**src/rtl/iter_mul_unit.sv**
```systemverilog
// Iterative multiply / multiply-accumulate unit (MUL, MLA, UMULL, SMULL).
// Retires UNROLL multiplier bits per cycle with a start/busy/done handshake.
// Results are registered and held until the next completed operation or reset.
//
// Ports:
//   clk        clock, rising edge
//   reset      synchronous active-low reset
//   start      request, accepted in IDLE or DONE only
//   op         00 MUL, 01 MLA, 10 UMULL, 11 SMULL
//   a, b       multiplicand / multiplier
//   acc        MLA addend
//   busy       high while the operation runs (RUN and FIX)
//   done       one-cycle completion pulse
//   result_lo  low half of the result
//   result_hi  high half (zero for MUL/MLA)
//   flags      {N,Z} of the result
module iter_mul_unit #(
  parameter int unsigned WIDTH  = 32,
  parameter int unsigned UNROLL = 1
) (
  input  logic             clk,
  input  logic             reset,
  input  logic             start,
  input  logic [1:0]       op,
  input  logic [WIDTH-1:0] a,
  input  logic [WIDTH-1:0] b,
  input  logic [WIDTH-1:0] acc,
  output logic             busy,
  output logic             done,
  output logic [WIDTH-1:0] result_lo,
  output logic [WIDTH-1:0] result_hi,
  output logic [1:0]       flags
);

  localparam int unsigned N    = WIDTH / UNROLL;
  localparam int unsigned W2   = 2 * WIDTH;
  localparam int unsigned CntW = $clog2(N + 1);

  localparam logic [1:0] OpMul   = 2'b00;
  localparam logic [1:0] OpMla   = 2'b01;
  localparam logic [1:0] OpSmull = 2'b11;

  typedef enum logic [1:0] {StIdle, StRun, StFix, StDone} state_e;

  state_e            state_q;
  logic [1:0]        op_q;
  logic [W2-1:0]     mcand_q;
  logic [WIDTH-1:0]  mplier_q;
  logic [WIDTH-1:0]  acc_q;
  logic              neg_q;
  logic [W2-1:0]     prod_q;
  logic [CntW-1:0]   count_q;

  // Operand conditioning at acceptance: SMULL works on magnitudes.
  // The magnitude of the most negative value is its own bit pattern read unsigned.
  logic             a_neg, b_neg;
  logic [WIDTH-1:0] a_abs, b_abs;

  always_comb begin
    a_neg = (op == OpSmull) && a[WIDTH-1];
    b_neg = (op == OpSmull) && b[WIDTH-1];
    a_abs = a_neg ? (~a + WIDTH'(1)) : a;
    b_abs = b_neg ? (~b + WIDTH'(1)) : b;
  end

  // Partial product for the UNROLL multiplier bits retired this cycle.
  // mcand_q is pre-shifted so it already carries the weight of bit 0.
  logic [W2-1:0] step;

  always_comb begin
    step = '0;
    for (int j = 0; j < int'(UNROLL); j++) begin
      if (mplier_q[j]) begin
        step = step + (mcand_q << j);
      end
    end
  end

  // Final correction: sign fix, MLA addend, high-half masking, flags.
  logic [W2-1:0]    fixed;
  logic [WIDTH-1:0] lo_fix, hi_fix;
  logic [1:0]       flags_fix;

  always_comb begin
    fixed  = neg_q ? (~prod_q + W2'(1)) : prod_q;
    lo_fix = fixed[WIDTH-1:0] + ((op_q == OpMla) ? acc_q : '0);
    hi_fix = op_q[1] ? fixed[W2-1:WIDTH] : '0;
    // hi_fix is zero for MUL/MLA, so one zero test covers both cases.
    flags_fix[1] = op_q[1] ? hi_fix[WIDTH-1] : lo_fix[WIDTH-1];
    flags_fix[0] = ({hi_fix, lo_fix} == '0);
  end

  always_ff @(posedge clk) begin
    if (!reset) begin
      state_q   <= StIdle;
      op_q      <= OpMul;
      mcand_q   <= '0;
      mplier_q  <= '0;
      acc_q     <= '0;
      neg_q     <= 1'b0;
      prod_q    <= '0;
      count_q   <= '0;
      busy      <= 1'b0;
      done      <= 1'b0;
      result_lo <= '0;
      result_hi <= '0;
      flags     <= 2'b00;
    end else begin
      case (state_q)
        StIdle, StDone: begin
          done <= 1'b0;
          if (start) begin
            op_q     <= op;
            mcand_q  <= {{WIDTH{1'b0}}, a_abs};
            mplier_q <= b_abs;
            acc_q    <= acc;
            neg_q    <= a_neg ^ b_neg;
            prod_q   <= '0;
            count_q  <= '0;
            busy     <= 1'b1;
            state_q  <= StRun;
          end else begin
            state_q  <= StIdle;
          end
        end
        StRun: begin
          prod_q   <= prod_q + step;
          mcand_q  <= mcand_q << UNROLL;
          mplier_q <= mplier_q >> UNROLL;
          count_q  <= count_q + CntW'(1);
          if (count_q == CntW'(N - 1)) begin
            state_q <= StFix;
          end
        end
        StFix: begin
          result_lo <= lo_fix;
          result_hi <= hi_fix;
          flags     <= flags_fix;
          busy      <= 1'b0;
          done      <= 1'b1;
          state_q   <= StDone;
        end
        default: begin
          state_q <= StIdle;
        end
      endcase
    end
  end

endmodule

```
**config.mk**
```make
export PLATFORM = sky130hd
export DESIGN_NAME = iter_mul_unit
export DESIGN_NICKNAME = d
export VERILOG_FILES = /design/src/rtl/iter_mul_unit.sv
export SDC_FILE = /design/constraint.sdc
export NUM_CORES = 1
export LEC_CHECK = 0
export CAP_MARGIN = 20
export CORE_MARGIN = 2
export CORE_UTILIZATION = 59
export DETAILED_ROUTE_END_ITERATION = 16
export PLACE_DENSITY = 0.79
export SETUP_SLACK_MARGIN = 0.2
export SYNTH_ARGS = -nofsm -noshare
export SYNTH_HDL_FRONTEND = slang
export SYNTH_SLANG_ARGS = --single-unit
```
**constraint.sdc**
```tcl
create_clock -name clk -period 5.5 [get_ports clk]
set_input_delay 1.1 -clock clk [delete_from_list [all_inputs] [get_ports clk]]
set_output_delay 1.1 -clock clk [all_outputs]
set_load 0.005 [all_outputs]
```
== Yosys cells after proc, flatten, opt, wreduce, memory -nomap -nowiden ==
Cells that the tools add are included.
Storage, ports and cells
  register bits: 271
  bits in latches: 0
  RAM bits: 0
  ROM bits: 0
  input port bits: 101
  output and inout bits: 68
  logic and storage cells: 62
  memories: 0
Operators by class
  add/subtract/negate cells: 6
  $mul: 0
  divide/modulo/power cells: 0
  magnitude comparators: 0
  equal/unequal tests: 8
  shifts and indexed selects: 0
  muxes and demuxes: 21
  bitwise logic cells: 4
  reduce and logical (&&, ||, !) cells: 10
Operator list (count)
  2-to-1 mux 64 bit: 4
  case mux 64 bit (2 select lines): 2
  2-to-1 mux 32 bit: 5
  adder 32 x 1 -> 32 bit, second input constant: 2
  adder 64 x 1 -> 64 bit, second input constant: 1
  adder 64 bit: 1
  logical NOT 64 bit: 1
  NOT 32 bit: 2
  NOT 64 bit: 1
  case mux 32 bit (2 select lines): 1
  adder 32 bit: 1
  case mux 6 bit (2 select lines): 1
  adder 6 x 1 -> 6 bit, second input constant: 1
  equality test 2 bit, second input constant: 3
  equality test 6 x 5 -> 1 bit, second input constant: 1
  2-to-1 mux 6 bit: 1
  case mux 2 bit (3 select lines): 1
  AND reduction 2 bit: 3
  equality test 2 x 1 -> 1 bit, second input constant: 2
  != test 2 bit, second input constant: 2
  case mux 1 bit (2 select lines): 2
  nonzero test 2 bit: 2
  2-to-1 mux 1 bit: 3
  logical AND 1 bit: 2
  other kinds (4): 4

== Depth between registers and ports, before layout ==
Gate-level depths: netlist (run 1).
  word-level depth: 5
  depth in mapped cells: 19
  mapped depth without buffers: 18

== Least setup slack after synthesis (run 1) ==
Ideal clock, no wire load.
  path type: reg2reg
  start: reg neg_q
  end: reg flags[0]
  setup time: 0.069 ns
  arrival time: 4.635 ns
  required time: 5.431 ns
  slack: 0.796 ns
  stages on the path, launching flop included: 18
  buffers on the path: 4
  clock period less this slack: 4.704 ns
  cells stage by stage: dfxtp_1 > clkbuf_1 > clkbuf_1 > clkbuf_1 > clkbuf_1 > o21ai_0 > fa_1 > a211oi_1 > o21bai_1 > o211a_1 > or3_1 > a2111oi_0 > nand4bb_1 > nor4_1 > and4b_1 > nand4_1 > or4_1 > o21ai_1
Between the ends
  cells in the longest elaborated chain, start to end: 3
  elaborated cells between the ends (all ways): 4
  those cells by class: 1 x add/sub; 2 x mux; 1 x reduce/logical
Ends and longest elaborated chain
  start: declaration: RTL line 50  | logic neg_q;
  start signal: assignment: RTL line 117  | neg_q <= a_neg ^ b_neg;
  2-to-1 mux 64 bit *: RTL line 85  | fixed = neg_q ? (~prod_q + W2'(1)) : prod_q;
  adder 32 bit / 2-to-1 mux 32 bit (equally long branches): RTL line 86, 87
  logical NOT 64 bit *: RTL line 90  | flags_fix[0] = ({hi_fix, lo_fix} == '0);
  end signal: assignment: RTL line 138  | flags <= flags_fix;
  end: declaration: RTL line 32  | output logic [1:0] flags
Every way passes the cells marked *; elsewhere a longest branch is shown, timed or not.
A chain may end at the register's enable or synchronous reset.

== Worst setup path after layout (run 1) ==
  start: reg prod_q[10]
  end: reg flags[0]
Between the ends
  cells in the longest elaborated chain, start to end: 5
  elaborated cells between the ends (all ways): 6
  those cells by class: 2 x add/sub; 2 x mux; 1 x bitwise; 1 x reduce/logical
Ends and longest elaborated chain
  start: declaration: RTL line 51  | logic [W2-1:0] prod_q;
  start signal: assignment: RTL line 127  | prod_q <= prod_q + step;
  NOT 64 bit: RTL line 85
  adder 64 x 1 -> 64 bit: RTL line 85
  2-to-1 mux 64 bit *: RTL line 85
  adder 32 bit / 2-to-1 mux 32 bit (equally long branches): RTL line 86, 87
  logical NOT 64 bit *: RTL line 90
Marks and branches as above.

==> impl_metrics.json, run 1 <==
{
  "dp_hpwl_um": 40700,
  "cpMostUsedCell": "xnor2_1",
  "yosysSeqAreaShare_pct": 29.2,
  "fp-row-count": 64,
  "chipHeight_um": 181,
  "cp.arrival_ps": 5320,
  "critical_path_class": "flop to flop",
  "slew_headroom_pct": 33.2,
  "final_common_cell": "nand2_1",
  "power_density_nw_per_um2": 292,
  "holdCritPathClass": "flop to flop",
  "met2_usage_pct": 48.6,
  "htreeDepth": 1,
  "num_antenna_cells": 0,
  "yosysUniqueCellTypes": 80,
  "syn_inst": 2460,
  "grt_max_degree": 131,
  "netlist_area_um2": 18600,
  "synth_seq_cells": 271,
  "cp.depth": 16,
  "setup_ws_ps": 678,
  "die-area_um2": 32900,
  "cts_root_buf": "clkbuf_16",
  "fin_setup_tns_ps": 0,
  "use_met3_pct": 4.50,
  "antenna_found_initial": 0,
  "ant_nets": 0,
  "synth_flop_cell": "dfxtp_1",
  "crit_required_ps": 6000,
  "end_kind": "flop",
  "max_stage_delay_ps": 650,
  "vdd_drop_max_mv": 0.309,
  "final_cell_mix": "nand2_1 (355), dfxtp_1 (271), nor2_1 (212), a21oi_1 (195), clkdlybuf4s50_1 (168)",
  "pwr-share-comb_pct": 30.2,
  "period_needed_ps": 4820,
  "critPathMaxFanout": 10,
  "cp_cell_sequence": "or4_4, nand4bb_1, or3_1, o41ai_1, xnor2_1, ha_1, o21a_1, o21ai_0, inv_1, nand2_1, o311a_1, xnor2_1, nor4_1, nand4_1, or4_1, o21ai_1",
  "rsz0062_at_grt": "false",
  "fin_crit_sh_pct": 87.7,
  "globalplace.congestion": 0.974,
  "postCtsSetupBuffers": 0,
  "tightest_slew_ps": 991,
  "cts.sinks": 271,
  "cpLargestDelayFamily": "simple AND/OR/NAND/NOR gates",
  "p_int_mw": 3.92,
  "grt_pass1_wl_um": 87500,
  "total_leakage_power_nw": 8.49,
  "overflow": 0,
  "core_area_um2": 30700,
  "ff2ff_path_depth": 16,
  "utilization_pct": 69.6,
  "clk_latency_ps": 570,
  "maxCapViolations": 0,
  "synth-edff-count": 0,
  "cts_buffer_depth": 3,
  "use_met1_pct": 47.9,
  "grt.busiest_layer": "met2",
  "outcome": "complete, no violations",
  "start_util_pct": 60.3,
  "portBuffers": 168,
  "hold_viol": 0,
  "drc": 0,
  "num_vias": 18200,
  "synth.avg_cell_area_um2": 7.54,
  "dieWidth_um": 181,
  "swShare_pct": 37.1,
  "holdBufCountCts": 0,
  "drive_gt1_share_pct": 3.72,
  "drt_first_pass_iters": 7,
  "io_pins": 169,
  "skew_ps": 8.25,
  "cts_tree": "yes",
  "cpMaxStageDelayCell": "or3_1",
  "finalNonFillerCells": 2950,
  "async_reset_ff_share_pct": 0,
  "gr-usage-all-layers_pct": 32.1,
  "p_sw_mw": 2.31,
  "clock_power_share_pct": 32.4,
  "fmaxAchievable_ghz": 0.207,
  "drt-vias-per-instance": 6.18,
  "cp_num_buf_inv": 1,
  "grt_pass1_vias": 16700,
  "cp-start-kind": "flop",
  "wl_um": 54800,
  "power.total_mw": 6.24,
  "finalSetupViolCount": 0,
  "worstHoldPathCells": 2,
  "yosysWarnings": 0,
  "fin_nets": 2736,
  "clk_pin_slew_worst_paths_ps": 60,
  "numCtsBuffers": 29,
  "synth_nets": 2664,
  "syn2layout_area_growth_pct": 15.3,
  "pwr-share-seq_pct": 37.4,
  "slew_viol_final": 0,
  "wl_per_cell_um": 18.6,
  "drt_iter0_drc": 1626,
  "dp_cells": 2897,
  "post-place-ws_ps": 745
}
==> cell families (layout without fill, tap and decap cells) <==
kind of cell | after synthesis | count (layout) | share of synthesized area (%)
flops | 271 | 271 | 29.2
buf+inv | 194 | 288 | 4.03
fa+ha+maj | 103 | 103 | 7.03
compound gates | 658 | 658 | 22.5
xor+xnor | 206 | 206 | 9.73
simple gates | 980 | 980 | 24.8
mux | 48 | 48 | 2.60
==> final timing paths <==
path	start	to	slack, ps
max	prod_q[10]$_SDFFE_PN0P_	flags[0]$_SDFFE_PN0P_	680
min reg2reg	op_q[0]$_SDFFE_PN0P_	op_q[0]$_SDFFE_PN0P_	450
max reg2reg	prod_q[10]$_SDFFE_PN0P_	flags[0]$_SDFFE_PN0P_	680
min	op_q[0]$_SDFFE_PN0P_	op_q[0]$_SDFFE_PN0P_	450
==> synthesized netlist by cell type, types with 17 or more instances <==
cell type,n,area share [%]
dfxtp_1,271,29
nor2_1,214,4.3
a21oi_1,196,5.3
inv_1,43,0.87
a31oi_1,86,2.9
o21bai_1,23,0.93
o21ai_0,84,2.3
nor3_1,29,0.78
o41ai_1,22,1.0
o31ai_1,27,1.1
a22oi_1,37,1.5
clkbuf_1,132,2.7
and3_1,17,0.57
and2_1,110,3.7
nand3_1,136,3.7
xor2_1,81,3.8
mux2i_1,47,2.5
xnor2_1,125,5.9
nand4_1,21,0.71
o21ai_1,32,0.86
a21o_1,49,2.0
nand2_1,355,7.2
ha_1,101,6.8
nor4_1,25,0.84
==> routing by layer <==
layer  vias up  share of wire [%]
li1       8934                  -
met1      8541                 47
met2       703                 42
met3        67                8.3
met4         0                2.4
met5         -                  0
==> sequential cells by signal, indices dropped and copies added, names as in the netlist, 6 cells and up <==
| signal | flops |
|---|---|
| count_q | 6 |
| result_lo | 32 |
| mcand_q | 64 |
| acc_q | 32 |
| result_hi | 32 |
| mplier_q | 32 |
| prod_q | 64 |
==> power by group through the flow <==
stage / sequential (mW) / clock [mW] / combinational [mW]
final: 2.34 / 2.02 / 1.88
after global routing: 2.36 / 2.12 / 2.06
after floorplan: 2.32 / 0 / 1.29
after global placement: 2.36 / 0 / 1.82
after CTS: 2.33 / 2.04 / 1.87
after detailed placement: 2.37 / 0 / 1.86
==> tightest hold or removal path: stages, from the launching register on <==
cell	delay, ps
dfxtp_1	300
nand2_1	50
a21oi_1	50
==> cell type report <==
cell class | instances | area (um^2)
Clock inverter | 11 | 121
Inverter | 44 | 170
Sequential cell | 271 | 5430
Timing Repair Buffer | 191 | 1880
Fill cell | 2640 | 9360
Clock buffer | 42 | 865
Multi-Input combinational cell | 1995 | 12400
Tap cell | 396 | 495
==> timing repair <==
action	in CTS	in global routing
gates resized for setup	0	1
endpoints found under the setup margin	0	1
endpoints found under the hold margin	0	0
==> metrics by stage <==
stage / hold WS [ps] / area, um^2
after floorplan: 432 / 18600
after global placement: 438 / 20400
after global routing: 476 / 21400
after detailed placement: 442 / 20400
final: 452 / 21400
after CTS: 451 / 21400
No activity file was read; power rests on OpenSTA's default activity.
==> run 2: changes to the inputs <==
GPL_ROUTABILITY_DRIVEN = 0   (was not set)
SKIP_LAST_GASP = 1   (was not set)
==> run 2 against run 1 <==
Compared with the run above: worst setup slack got worse by 110 ps; wire length decreased by 3.9%; combinational power about the same; total power decreased by 0.25%; first-iteration DRC count decreased by 9.3%; register-to-register slack got worse by 110 ps; final cell count decreased by 0.14%; core utilization about the same; sequential share of layout area about the same; clock power about the same; via count increased by 0.67%; clock skew increased by 9.9 ps; largest power group unchanged.
==> impl_metrics.json, run 2 (synthesis results as in run 1) <==
{
  "swShare_pct": 36.4,
  "dp_cells": 2895,
  "fillers": 2549,
  "slew_headroom_pct": 33.3,
  "post-place-ws_ps": 611,
  "tightest_slew_ps": 1000,
  "p_sw_mw": 2.26,
  "finalSetupViolCount": 0,
  "io_pins": 169,
  "grt_pass1_vias": 16500,
  "final-seq-area_um2": 5430,
  "wl_um": 52600,
  "dp_hpwl_um": 39100,
  "htreeDepth": 1,
  "top_regs": "mcand_q: 64 flops, prod_q: 64 flops",
  "pwr-share-comb_pct": 30.2,
  "period_needed_ps": 4930,
  "cts.sinks": 271,
  "pwr-share-seq_pct": 37.6,
  "end_kind": "flop",
  "holdCritPathClass": "flop to flop",
  "overflow": 0,
  "finalNonFillerCells": 2946,
  "wl_met2_um": 22500,
  "wl_met1_um": 23700,
  "wl_met3_um": 4860,
  "start_util_pct": 60.3,
  "critPathMaxFanout": 8,
  "p_int_mw": 3.96,
  "slew_viol_final": 0,
  "cts_buffer_depth": 3,
  "cts_root_buf": "clkbuf_16",
  "core_area_um2": 30700,
  "portBuffers": 168,
  "outcome": "complete, no violations",
  "clock_power_share_pct": 32.1,
  "cts_tree": "yes",
  "num_vias": 18400,
  "dieWidth_um": 181,
  "clk_pin_slew_worst_paths_ps": 60,
  "ant_nets": 0,
  "numCtsBuffers": 28,
  "total_leakage_power_nw": 8.48,
  "maxCapViolations": 0,
  "hp-start": "acc_q[2]$_SDFFE_PN0P_",
  "skew_ps": 18.1,
  "multi_input_area_um2": 12400,
  "num_antenna_cells": 0,
  "chipHeight_um": 181,
  "fin_setup_tns_ps": 0,
  "rsz0062_at_grt": "false",
  "drt-vias-per-instance": 6.23,
  "top_layer_used": "met4",
  "drt_iter0_drc": 1474,
  "postCtsSetupBuffers": 0,
  "fp-row-count": 64,
  "drc": 0,
  "fin_nets": 2733,
  "cp-start-kind": "flop",
  "regToRegStartpoint": "prod_q[2]$_SDFFE_PN0P_",
  "die-area_um2": 32900,
  "gr-usage-all-layers_pct": 30.4,
  "power_density_nw_per_um2": 291,
  "crit_start": "prod_q[2]$_SDFFE_PN0P_",
  "vdd_drop_max_mv": 0.293,
  "crit_required_ps": 5980,
  "final_common_cell": "nand2_1",
  "drive_gt1_share_pct": 3.53,
  "wl_per_cell_um": 17.9,
  "grt_max_degree": 140,
  "critical_path_class": "flop to flop",
  "final_cell_mix": "nand2_1 (354), dfxtp_1 (271), nor2_1 (212), a21oi_1 (195), clkdlybuf4s50_1 (168)",
  "grt_pass1_wl_um": 83800,
  "setup_ws_ps": 571,
  "fin_crit_sh_pct": 89.6,
  "drt_first_pass_iters": 6,
  "clk_latency_ps": 550,
  "syn2layout_area_growth_pct": 15.2,
  "cp.arrival_ps": 5410,
  "hold_viol": 0,
  "antenna_found_initial": 0,
  "fmaxAchievable_ghz": 0.203
}
-- run 2: final timing paths --
check / to / depth (start not counted) / slack (ps)
hold / removal: acc_q[2]$_SDFFE_PN0P_ / 2 / 450
setup / recovery: flags[0]$_SDFFE_PN0P_ / 17 / 570
hold reg to reg: acc_q[2]$_SDFFE_PN0P_ / 2 / 450
setup reg to reg: flags[0]$_SDFFE_PN0P_ / 17 / 570
-- run 2: repair_timing --
| item | CTS | global route |
|---|---|---|
| resized for setup | 0 | 2 |
| endpoints found under the setup margin | 0 | 1 |
| hold buffers | 0 | 0 |
-- run 2: worst max-delay path: stages, from the launching register on --
cell and delay, ps:
dfxtp_1 380, nor4_1 490, nand2_2 220, inv_1 120
nand2_1 90, o41ai_1 320, xnor2_1 130, ha_1 410
o2111a_1 320, a221o_1 320, a31o_2 240, a31oi_1 320
xnor2_1 140, a2111oi_1 360, and4b_1 260, nand4_1 90
or4_1 500, o21ai_1 140
-- run 2: layout make-up --
| cell class | instances | share of cell area [%] |
|---|---|---|
| clock inverters | 9 | 0.574 |
| multi-input cells | 1995 | 58.2 |
| repair buffers | 189 | 8.78 |
| clock buffers | 42 | 4.00 |
| well taps | 396 | 2.32 |
| inverters | 44 | 0.796 |
| flip-flops and latches | 271 | 25.4 |
-- run 2: power groups by stage --
stage / sequential [mW] / clock, mW / combinational, mW
6_report: 2.34 / 2.00 / 1.88
3_3_place_gp: 2.37 / 0 / 1.82
4_1_cts: 2.34 / 2.01 / 1.86
5_1_grt: 2.37 / 2.10 / 2.05
2_1_floorplan: 2.32 / 0 / 1.29
3_5_place_dp: 2.38 / 0 / 1.85
-- run 2: per-layer routing --
layer  global-route usage [%]  vias to the layer above
met5                        0                        -
met4                     9.11                        0
met3                     4.60                       98
met2                     46.7                      856
met1                     43.9                     8507
li1                         -                     8906
-- run 2: metrics by stage --
step / utilization, % / hold slack, ps / total power [mW] / cell area [um^2]
after floorplan: - / 432 / 3.60 / 18600
after global placement: 66.3 / 439 / 4.19 / 20400
after detailed placement: 66.3 / 446 / 4.23 / 20400
after CTS: 69.5 / 456 / 6.21 / 21400
after global routing: 69.5 / 479 / 6.51 / 21400
final: 69.5 / 453 / 6.22 / 21400
